[config.mk]
export PLATFORM = sky130hd
export DESIGN_NAME = vp_frame_ctrl
export DESIGN_NICKNAME = d
export VERILOG_FILES = /design/src/rtl/vp_frame_ctrl.sv
export SDC_FILE = /design/constraint.sdc
export NUM_CORES = 1
export LEC_CHECK = 0
export ABC_AREA = 1
export ABC_CLOCK_PERIOD_IN_PS = 1500
export CORE_ASPECT_RATIO = 1.75
export CORE_MARGIN = 10
export CORE_UTILIZATION = 25
export CTS_CLUSTER_DIAMETER = 50
export DETAILED_ROUTE_END_ITERATION = 8
export DONT_BUFFER_PORTS = 1
export HOLD_SLACK_MARGIN = 0.08
export MAX_ROUTING_LAYER = met4
export PLACE_DENSITY = 0.44
export SETUP_SLACK_MARGIN = 0.15
export SLEW_MARGIN = 20
export SYNTH_ARGS = -nofsm -noshare
export SYNTH_HDL_FRONTEND = slang
export SYNTH_SLANG_ARGS = --single-unit
[constraint.sdc]
create_clock -name clk -period 1.5 [get_ports clk]
set_input_delay 0.075 -clock clk [delete_from_list [all_inputs] [get_ports clk]]
set_output_delay 0.075 -clock clk [all_outputs]
set_load 0.05 [all_outputs]
[src/rtl/vp_frame_ctrl.sv]
// Frame-synchronous output controller: aligns raw timing to the converter latency,
// switches output format only on frame starts, and measures active frame geometry.
module vp_frame_ctrl #(
  parameter int LATENCY = 3,
  parameter int HW      = 12,
  parameter int VW      = 11
) (
  input  logic          clk,
  input  logic          rst_n,
  input  logic          de,
  input  logic          hsync,
  input  logic          vsync,
  input  logic [23:0]   pixel_in,
  input  logic [23:0]   ycc_in,
  input  logic [1:0]    mode_req,
  output logic          de_out,
  output logic          hsync_out,
  output logic          vsync_out,
  output logic [23:0]   pixel_out,
  output logic [1:0]    mode_active,
  output logic [HW-1:0] h_size,
  output logic [VW-1:0] v_size,
  output logic          geom_stable
);

  localparam logic [1:0] S_SYNC = 2'd0;
  localparam logic [1:0] S_RUN  = 2'd1;
  localparam logic [1:0] S_PEND = 2'd2;

  logic [LATENCY-1:0] de_sr, hs_sr, vs_sr;
  logic [23:0]        pix_sr [LATENCY];
  logic               de_d, hs_d, vs_d, vs_d_q, fs;
  logic [23:0]        pixel_d, pix_sel;
  logic [1:0]         state, state_nx, mode_nx;

  logic               de_q, vs_q, de_rise, vs_rise;
  logic [HW-1:0]      hcnt, hlast;
  logic [VW-1:0]      vcnt;
  logic               frame_seen, pub_valid;

  always_ff @(posedge clk) begin
    if (!rst_n) begin
      de_sr <= '0;
      hs_sr <= '0;
      vs_sr <= '0;
      for (int i = 0; i < LATENCY; i++) pix_sr[i] <= '0;
    end else begin
      de_sr[0]  <= de;
      hs_sr[0]  <= hsync;
      vs_sr[0]  <= vsync;
      pix_sr[0] <= pixel_in;
      for (int i = 1; i < LATENCY; i++) begin
        de_sr[i]  <= de_sr[i-1];
        hs_sr[i]  <= hs_sr[i-1];
        vs_sr[i]  <= vs_sr[i-1];
        pix_sr[i] <= pix_sr[i-1];
      end
    end
  end

  assign de_d    = de_sr[LATENCY-1];
  assign hs_d    = hs_sr[LATENCY-1];
  assign vs_d    = vs_sr[LATENCY-1];
  assign pixel_d = pix_sr[LATENCY-1];
  assign fs      = vs_d & ~vs_d_q;

  // A request is only armed (PEND) while it differs from the active mode; the
  // value present in the frame-start cycle is the one that gets applied.
  always_comb begin
    state_nx = state;
    mode_nx  = mode_active;
    case (state)
      S_SYNC: if (fs) begin
        state_nx = S_RUN;
        mode_nx  = mode_req;
      end
      S_RUN: if (mode_req != mode_active) state_nx = S_PEND;
      S_PEND: begin
        if (fs) begin
          state_nx = S_RUN;
          mode_nx  = mode_req;
        end else if (mode_req == mode_active) begin
          state_nx = S_RUN;
        end
      end
      default: state_nx = S_SYNC;
    endcase
  end

  // Mux on the next-state mode so the frame-start pixel already uses the new format.
  always_comb begin
    pix_sel = '0;
    if (de_d && state_nx != S_SYNC) begin
      case (mode_nx)
        2'd0:    pix_sel = pixel_d;
        2'd1:    pix_sel = ycc_in;
        2'd2:    pix_sel = {3{ycc_in[23:16]}};
        default: pix_sel = '0;
      endcase
    end
  end

  always_ff @(posedge clk) begin
    if (!rst_n) begin
      state       <= S_SYNC;
      mode_active <= '0;
      vs_d_q      <= 1'b0;
      de_out      <= 1'b0;
      hsync_out   <= 1'b0;
      vsync_out   <= 1'b0;
      pixel_out   <= '0;
    end else begin
      state       <= state_nx;
      mode_active <= mode_nx;
      vs_d_q      <= vs_d;
      de_out      <= de_d;
      hsync_out   <= hs_d;
      vsync_out   <= vs_d;
      pixel_out   <= pix_sel;
    end
  end

  assign de_rise = de & ~de_q;
  assign vs_rise = vsync & ~vs_q;

  // Geometry runs on the undelayed input; the first vsync edge only arms publication.
  always_ff @(posedge clk) begin
    if (!rst_n) begin
      de_q        <= 1'b0;
      vs_q        <= 1'b0;
      hcnt        <= '0;
      hlast       <= '0;
      vcnt        <= '0;
      frame_seen  <= 1'b0;
      pub_valid   <= 1'b0;
      h_size      <= '0;
      v_size      <= '0;
      geom_stable <= 1'b0;
    end else begin
      de_q <= de;
      vs_q <= vsync;
      if (de) begin
        if (hcnt != '1) hcnt <= hcnt + 1'b1;
      end else if (de_q) begin
        hlast <= hcnt;
        hcnt  <= '0;
      end
      if (vs_rise) begin
        vcnt       <= de_rise ? {{(VW-1){1'b0}}, 1'b1} : '0;
        frame_seen <= 1'b1;
        if (frame_seen) begin
          h_size      <= hlast;
          v_size      <= vcnt;
          geom_stable <= pub_valid && (hlast == h_size) && (vcnt == v_size);
          pub_valid   <= 1'b1;
        end
      end else if (de_rise && vcnt != '1) begin
        vcnt <= vcnt + 1'b1;
      end
    end
  end

endmodule

==> results.yml <==
detailed_routing:
  wl_mm: 20.3
  route.detailed.drc: 0
  wl_per_cell_um: 14.1
  dr.pass1.iters: 4
  vias: 6020
  viasPerCell: 4.17
  first_iter_violations: 131
  drtAntennaViolNets: 0
placed_design:
  hpwl_mm: 13.6
  port_buffers: 0
  place_congestion: 0.818
final_layout:
  syn_to_final_growth_pct: 51.2
  fin_util_pct: 38.0
  fillers: 2755
  fin_nets: 1165
  insertedDiodeCount: 0
  drive_above_1_share_pct: 22.2
power_and_ir_drop:
  power-per-cell-area_nw_per_um2: 1040
  swShare_pct: 26.8
  p_clk_share_pct: 42.2
  p_leak_uw: 0.00485
  ir_worst_vdd_v: 0.000762
  pwr-share-seq_pct: 46.3
  internal_power_uw: 7640
  fin_total_pwr_uw: 10400
  combPwrFrac_pct: 11.5
  p_switching_uw: 2800
die:
  row_count: 79
  coreArea_um2: 26500
  die_w_um: 143
  io_pins: 108
  dieArea_um2: 33800
  initial_core_util_pct: 25.2
  die_h_um: 236
timing:
  setup_viol: 0
  period_minus_slack_ns: 1.49
  post-route-period-util_pct: 99.0
  maxSlewViolCount: 0
  hold_viol: 0
  fin_skew_ns: 0.00841
  fmax_mhz: 673
  tightest_slew_ns: 0.541
  rsz0062_at_grt: "true"
  slew_headroom_pct: 63.9
worst_setup_path:
  max_stage_delay_ns: 0.35
  worstSetupEndpointType: "flop"
  crit_chain: "nor2_4 > nand2_4 > nand2_4 > o21ai_4 > buf_6 > nor2_4 > clkbuf_16 > nand2_1 > nand3_1 > nand2_1 > inv_1"
  cp_slowest_cell: "dfxtp_4"
  path_class: "flop to flop"
  arrival_ns: 1.88
  cp_top_family: "simple AND/OR/NAND/NOR gates"
  cp-start-kind: "flop"
  worst-path-max-fanout: 8
  critPathRequiredTime_ns: 1.89
  cp.buffers_inverters: 3
logic_synthesis:
  synth_common_cells: "290 x nand2_1, 183 x inv_1, 173 x dfxtp_1, 58 x a21oi_1, 47 x o21ai_0"
  ys_ff_latch: 173
  synth_seq_area_share_pct: 52.0
  yosysMostFrequentCell: "nand2_1"
  synth_area_leaders: "dfxtp_1 52%, nand2_1 16%, inv_1 10%"
  ys_types: 32
  netlist_instances: 915
  synth_edf_count: 0
  synth_nets: 972
  synth_top_cell_area_share_pct: 52.0
  avgSynthCellArea_um2: 7.28
  yosysWarnings: 0
  synthArstFlopShare_pct: 0
  synth-main-ff-cell: "dfxtp_1"
  synth_area_um2: 6660
  synth_top_area_cell: "dfxtp_1"
worst_hold_path:
  hold_path_class: "input pin to flop"
clocking:
  cts_tree: "built"
  htreeDepth: 4
  cts-root-buf: "clkbuf_16"
  clk_pin_slew_ns: 0.07
  cts_buffers: 17
  clk_latency_ns: 0.45
  clockBufferDepth: 2
  clock_sinks: 173
grt:
  grt_pass1_vias: 6132
  overflow: 0
  grt_max_degree: 51
  gr-usage-all-layers_pct: 12.7
  antenna_found_initial: 0
  grt_first_pass_wirelength_mm: 32.6
job:
  drv_cap: 0
status:
  status: "completed"
## worst min-delay path: cells and delay by family
kind	cells	cell delay [ns]
AND/OR/NAND/NOR	3	0.23
AO/OA/AOI/OAI	1	0.11
buffers and inverters	1	0.06
## layout make-up
class                   count  area [um2]  share of cell area (%)
flip-flops and latches    173        3480                    34.6
multi-input cells         525        2840                    28.2
repair buffers            205        2040                    20.3
inverters                 186         713                    7.08
clock buffers              18         429                    4.26
well taps                 324         405                    4.03
clock inverters            14         156                    1.55
## layout by cell type, fill, tap and decap left out, types with 5 or more instances in the layout
cell,Yosys,final
o21ai_0,47,37
buf_12,0,8
inv_1,183,179
buf_4,1,68
o21ai_2,1,7
nor2_1,38,29
nand3_2,0,24
nand2_2,7,20
nor2_4,3,9
a21oi_2,2,17
nor2_2,2,6
nand3_1,46,18
clkbuf_16,0,18
buf_6,5,8
inv_6,0,7
dlygate4sd3_1,0,116
dfxtp_2,0,11
nor3_1,8,5
dfxtp_1,173,160
nand2_1,290,268
nand2_4,1,10
a21oi_1,58,43
## metal layers
layer  GRT usage (%)  part of all wire, %  vias up
li1                -                    -     3127
met1            13.0                   40     2773
met2            22.8                   55       94
met3            2.43                  2.6       26
met4            5.34                  2.4        0
met5               -                    0        -
## cells by family (layout without fill, tap and decap cells)
group / after synthesis / in the layout / share of synthesized area, %
flops: 173 / 173 / 52.0
xor+xnor: 6 / 6 / 0.789
compound gates: 113 / 113 / 8.92
simple gates: 402 / 404 / 24.9
buf+inv: 219 / 423 / 13.0
fa+ha+maj: 2 / 2 / 0.376
## state kept, by name, indices dropped and copies added, names as in the netlist
name and cells:
v_size 11, vs_d_q 1, geom_stable 1, frame_seen 1, mode_active 2, vcnt 11
hs_sr 3, pixel_out 24, hlast 12, h_size 12, hsync_out 1, de_sr 3
pub_valid 1, de_out 1, vs_sr 3, state 2, hcnt 12, pix_sr 72
## final timing paths
| kind | from | end | slack (ns) | cells after the start |
|---|---|---|---|---|
| worst min-delay path | mode_req[1] | state[1] | 0.08 | 5 |
| worst max register to register | vs_d_q | pixel_out[8] | 0.01 | 11 |
| worst min register to register | pix_sr[0][33] | pix_sr[0][57] | 0.42 | 2 |
| worst max-delay path | vs_d_q | pixel_out[8] | 0.01 | 11 |
## power by group through the flow
stage | combinational, uW | sequential [uW] | clock, uW
detailed placement | 742 | 4940 | 0
finish | 1200 | 4830 | 4410
global route | 1320 | 4850 | 4720
global placement | 739 | 4940 | 0
floorplan | 442 | 5050 | 0
CTS | 1160 | 4830 | 4570
## per-stage QoR
step | TNS [ns] | cell area [um2] | hold WS (ns) | setup slack, ns | std cells
floorplan | 0 | 6720 | 0.168 | 0.150 | 915
global placement | -1.66 | 7520 | 0.175 | -0.0887 | 1274
detailed placement | -1.41 | 7520 | 0.176 | -0.0861 | 1274
CTS | 0 | 9770 | -0.163 | 0.0167 | 1440
global route | -0.599 | 10100 | 0.117 | -0.0665 | 1445
finish | 0 | 10100 | 0.0832 | 0.0143 | 1445
## what timing repair did
item,4_1_cts,5_1_grt
hold endpoints to repair,173,4
gates resized for setup,71,74
hold buffers,117,2
cloned,4,0
setup buffers,13,3
endpoints found under the setup margin,47,50
pin swaps,32,23
No activity file was read; power rests on OpenSTA's default activity.
